<file path="src/rtl/contador_seq.sv">
// contador_seq: drives the lab's 4-bit up/down counter through programmed runs,
// either a single run to a target or a continuous bounce between two limits.
`timescale 1ns/1ps
module contador_seq #(
  parameter int unsigned NBITS = 4,
  parameter int unsigned PW    = 8
) (
  input  logic             clk,
  input  logic             reset,
  input  logic             start,
  input  logic             stop,
  input  logic             mode,
  input  logic [NBITS-1:0] lo,
  input  logic [NBITS-1:0] hi,
  input  logic [PW-1:0]    period,
  input  logic [NBITS-1:0] cnt_q,
  output logic             cnt_up,
  output logic             cnt_down,
  output logic             busy,
  output logic             done,
  output logic             err,
  output logic             dir,
  output logic [7:0]       bounces
);

  localparam int unsigned BW = 8;

  typedef enum logic [1:0] {IDLE, CHECK, STEP, WAIT} state_t;

  state_t           state, state_d;
  logic             mode_r, mode_d;
  logic [NBITS-1:0] lo_r, lo_d, hi_r, hi_d;
  logic [PW-1:0]    period_r, period_d;
  logic [PW-1:0]    wait_cnt, wait_d;
  logic             dir_d;
  logic [BW-1:0]    bounces_d;
  logic             done_d, err_d;
  logic             busy_d, cnt_up_d, cnt_down_d;
  logic [NBITS-1:0] goal;

  // Value the counter is currently heading for
  assign goal = dir ? hi_r : (mode_r ? lo_r : hi_r);

  // State, latched run configuration and registered outputs
  always_ff @(posedge clk or posedge reset) begin
    if (reset) begin
      state    <= IDLE;
      mode_r   <= 1'b0;
      lo_r     <= '0;
      hi_r     <= '0;
      period_r <= '0;
      wait_cnt <= '0;
      dir      <= 1'b0;
      bounces  <= '0;
      done     <= 1'b0;
      err      <= 1'b0;
      busy     <= 1'b0;
      cnt_up   <= 1'b0;
      cnt_down <= 1'b0;
    end else begin
      state    <= state_d;
      mode_r   <= mode_d;
      lo_r     <= lo_d;
      hi_r     <= hi_d;
      period_r <= period_d;
      wait_cnt <= wait_d;
      dir      <= dir_d;
      bounces  <= bounces_d;
      done     <= done_d;
      err      <= err_d;
      busy     <= busy_d;
      cnt_up   <= cnt_up_d;
      cnt_down <= cnt_down_d;
    end
  end

  // Next-state and datapath update
  always_comb begin
    state_d   = state;
    mode_d    = mode_r;
    lo_d      = lo_r;
    hi_d      = hi_r;
    period_d  = period_r;
    wait_d    = wait_cnt;
    dir_d     = dir;
    bounces_d = bounces;
    done_d    = 1'b0;
    err_d     = 1'b0;
    unique case (state)
      IDLE: begin
        if (start) begin
          if (mode && (lo > hi)) begin
            err_d = 1'b1;
          end else begin
            mode_d    = mode;
            lo_d      = lo;
            hi_d      = hi;
            period_d  = period;
            bounces_d = '0;
            dir_d     = (cnt_q < hi);
            state_d   = CHECK;
          end
        end
      end
      CHECK: begin
        if (stop) begin
          state_d = IDLE;
          done_d  = 1'b1;
        end else if (cnt_q != goal) begin
          state_d = STEP;
        end else if (!mode_r || (lo_r == hi_r)) begin
          state_d = IDLE;
          done_d  = 1'b1;
        end else begin
          // Reached one limit in bounce mode: reverse, costs this one cycle
          dir_d = ~dir;
          if (bounces != {BW{1'b1}}) bounces_d = bounces + BW'(1);
        end
      end
      STEP: begin
        // The step pulse is already on the outputs, so a stop here still steps
        if (stop) begin
          state_d = IDLE;
          done_d  = 1'b1;
        end else if (period_r != '0) begin
          wait_d  = period_r;
          state_d = WAIT;
        end else begin
          state_d = CHECK;
        end
      end
      WAIT: begin
        if (stop) begin
          state_d = IDLE;
          done_d  = 1'b1;
        end else if (wait_cnt <= PW'(1)) begin
          state_d = CHECK;
        end else begin
          wait_d = wait_cnt - PW'(1);
        end
      end
      default: state_d = IDLE;
    endcase
  end

  // Output decode from the next state so the registered outputs track the state
  always_comb begin
    busy_d     = (state_d != IDLE);
    cnt_up_d   = (state_d == STEP) && dir_d;
    cnt_down_d = (state_d == STEP) && !dir_d;
  end

endmodule

</file>
<file path="config.mk">
export PLATFORM = sky130hd
export DESIGN_NAME = contador_seq
export DESIGN_NICKNAME = d
export VERILOG_FILES = /design/src/rtl/contador_seq.sv
export SDC_FILE = /design/constraint.sdc
export NUM_CORES = 1
export LEC_CHECK = 0
export ABC_AREA = 1
export CORE_ASPECT_RATIO = 1.4
export CORE_MARGIN = 4
export CORE_UTILIZATION = 29
export CTS_BUF_LIST = sky130_fd_sc_hd__clkbuf_16
export CTS_CLUSTER_DIAMETER = 150
export DETAILED_ROUTE_END_ITERATION = 8
export PLACE_DENSITY = 0.45
export SLEW_MARGIN = 15
export SYNTH_ARGS = -nofsm -noshare
export SYNTH_HDL_FRONTEND = slang
export SYNTH_SLANG_ARGS = --single-unit
</file>
<file path="constraint.sdc">
create_clock -name clk -period 1.75 [get_ports clk]
set_input_delay 0.525 -clock clk [delete_from_list [all_inputs] [get_ports clk]]
set_output_delay 0.525 -clock clk [all_outputs]
set_load 0.1 [all_outputs]
</file>
==> results.json <==
{
  "outcome": "finished, final reports clean",
  "finalWirelength_um": 6130,
  "routabilityCongestion": 0.817,
  "cts_sinks": 41,
  "cts_buffers": 5,
  "yosys-top-cells-area": "dfrtp_1, nand2_1, inv_1, ha_1, nand3_1",
  "grt_max_degree": 42,
  "crit_path_end_kind": "flip-flop",
  "drive_gt1_share_pct": 34.4,
  "ys_types": 35,
  "clock_path_buffers": 2,
  "core_area_sq_um": 8300,
  "p_sw_uw": 2740,
  "cp_slowest_cell": "clkdlybuf4s50_1",
  "grt_use_total_pct": 13.0,
  "wl_per_cell_um": 12.4,
  "vias": 2224,
  "grt_pass1_wl_um": 10600,
  "p_leak_uw": 0.00182,
  "cts_tree": "done",
  "crit_required_ps": 1920,
  "pwr-share-comb_pct": 56.1,
  "final-hold-violation-count": 0,
  "vdd_drop_max_v": 0.000864,
  "slew_headroom_pct": 76.2,
  "worst_slack_ps": 30.8,
  "die_x_um": 86.5,
  "htreeDepth": 2,
  "min_period_ps": 1720,
  "antenna_found_initial": 0,
  "critPathTopFamily": "buffers and inverters",
  "start_kind": "primary input",
  "async_flop_share_pct": 100,
  "via_per_inst": 4.50,
  "layout.nets": 426,
  "syn_to_final_growth_pct": 49.5,
  "diodes": 0,
  "cp.arrival_ps": 1880,
  "initial_utilization_pct": 30.2,
  "dieArea_sq_um": 10200,
  "synth_edf_count": 0,
  "fillerInstances": 872,
  "rsz0062_at_grt": "true",
  "synth.top_cell.area_share_pct": 41.0,
  "grt_pass1_vias": 2300,
  "regArea_sq_um": 1040,
  "cts_root_buf": "clkbuf_16",
  "firstDrtPassIters": 4,
  "insertion_delay_ps": 280,
  "finalSetupViolCount": 0,
  "multi_input_area_sq_um": 1460,
  "power_density_nw_per_um2": 1600,
  "yosysTopAreaCell": "dfrtp_1",
  "internal_power_uw": 3240,
  "finalMaxSlewViolations": 0,
  "critPathMaxFanout": 10,
  "placed_cells": 483,
  "path_common_cell": "nand2_2",
  "path_class": "primary input to flip-flop",
  "yosys_warnings": 0,
  "ys_seq_area_share_pct": 41.0,
  "crit_chain": "clkdlybuf4s50_1 -> inv_1 -> a31oi_1 -> nand2_2 -> nand2_2 -> buf_12 -> mux2_1",
  "maxCapViolCount": 0,
  "instances_no_fill": 494,
  "portBuffers": 38,
  "tightest_slew_ps": 356,
  "path_buf_inv": 3,
  "netSwitchingFraction_pct": 45.9,
  "pre_cts_ws_ps": -897,
  "drc_errors": 0,
  "dp_hpwl_um": 4770,
  "num_rows": 39,
  "syn_area_sq_um": 2500,
  "ant_nets": 0,
  "io_pins": 39,
  "synthFlopType": "dfrtp_1",
  "synth_nets": 352,
  "gr-total-overflow": 0,
  "clk_pin_slew_ps": 60,
  "ctsHoldBuffers": 0,
  "clkPwrFrac_pct": 15.3,
  "syn_inst": 317,
  "seq_power_share_pct": 28.6,
  "fin_crit_sh_pct": 98.2,
  "final_core_util_pct": 45.1,
  "ys_seq_elements": 41,
  "min_path_type": "flip-flop to flip-flop",
  "slowest_delay_ps": 450,
  "drt_iter0_drc": 43,
  "max_freq_ghz": 0.582,
  "fin_worst_skew_ps": 4.05,
  "die_y_um": 118,
  "avgSynthCellArea_sq_um": 7.89
}
## power by group through the flow
stage	clock [uW]	combinational [uW]	sequential, uW
floorplan	0	1710	2040
global placement	0	3030	1700
detailed placement	0	3060	1700
CTS	944	3260	1700
global route	983	3710	1770
finish	915	3360	1710
## through the flow
stage	power, uW	TNS [ps]	instance area [sq um]	hold slack (ps)
floorplan	3750	-828	2590	465
global placement	4730	-23430	3450	482
detailed placement	4770	-24720	3450	503
CTS	5900	0	3660	517
global route	6470	-62.0	3740	545
finish	5980	0	3740	506
## layout make-up
class	count	area share, %
clock buffer	5	3.35
multi-input combinational	229	39.0
tap	102	3.41
clock inverter	3	0.468
sequential	41	27.9
inverter	41	4.92
timing repair buffer	73	21.0
## final timing paths
path	start	end	slack, ps	cells past startpoint
max	mode	period_r[5]	30	7
min	wait_cnt[7]	wait_cnt[7]	510	2
max reg2reg	dir	bounces[2]	80	12
min reg2reg	wait_cnt[7]	wait_cnt[7]	510	2
max in group asynchronous	reset	bounces[1]	920	3
min in group asynchronous	reset	period_r[2]	600	3
## worst min-delay path: stages, from the launching register on
cell and delay, ps:
dfrtp_1 360, nand2_1 60, nand2_1 50
## metal layers
metal	wire length, um	share of wire, %	vias up	global-route usage, %
met5	0	0	-	0
met4	106	1.7	0	4.68
met3	151	2.5	6	1.89
met2	3310	54	31	24.0
met1	2560	42	1013	14.6
li1	-	-	1174	-
## cell usage after synthesis, types with 2 or more instances
library cell  number
nor2_2             3
nand2_4            2
inv_2              7
xor2_1             3
nand2_1           85
dfrtp_1           41
nor3_1             5
mux2_1             7
inv_1             34
or2_2              2
nand4_1            5
o21ai_1           14
a31oi_1            3
nand2_2           10
ha_1              10
nand3_2            2
o21ai_2            8
o21ai_0            6
nand3_1           19
a21oi_1           13
nor2_1            21
buf_2              3
buf_6              2
## flip-flops by register name, indices dropped and copies added, names as in the netlist, 2 cells and up
register / flops
hi_r: 4
bounces: 8
state: 2
period_r: 8
wait_cnt: 8
lo_r: 4
## cells by family (layout without fill, tap and decap cells)
kind of cell,after synthesis,count (layout),share of synthesized area [%]
AO/OA/AOI/OAI,48,48,11.5
XOR/XNOR,4,4,1.40
adder cells (fa/ha/maj),10,10,5.00
buffers and inverters,48,122,8.55
flip-flops,41,41,41.0
multiplexers,8,8,3.55
AND/OR/NAND/NOR,158,159,29.0
## cell usage in the layout (no fill, tap or decap), types with 9 or more instances in the layout
cell type / synthesis / final
clkdlybuf4s50_1: 0 / 13
buf_12: 0 / 16
nand2_2: 10 / 14
nand2_1: 85 / 75
inv_1: 34 / 29
buf_4: 0 / 33
nand3_1: 19 / 18
o21ai_1: 14 / 13
dfrtp_1: 41 / 33
a21oi_1: 13 / 11
nor2_1: 21 / 21
o21ai_2: 8 / 9
## timing repair
item,in CTS,in global routing
gates resized for setup,49,22
cloned,1,0
buffers inserted,1,1
setup endpoints to repair,31,18
pin swaps,16,17
Power figures use the tool's default switching activity.
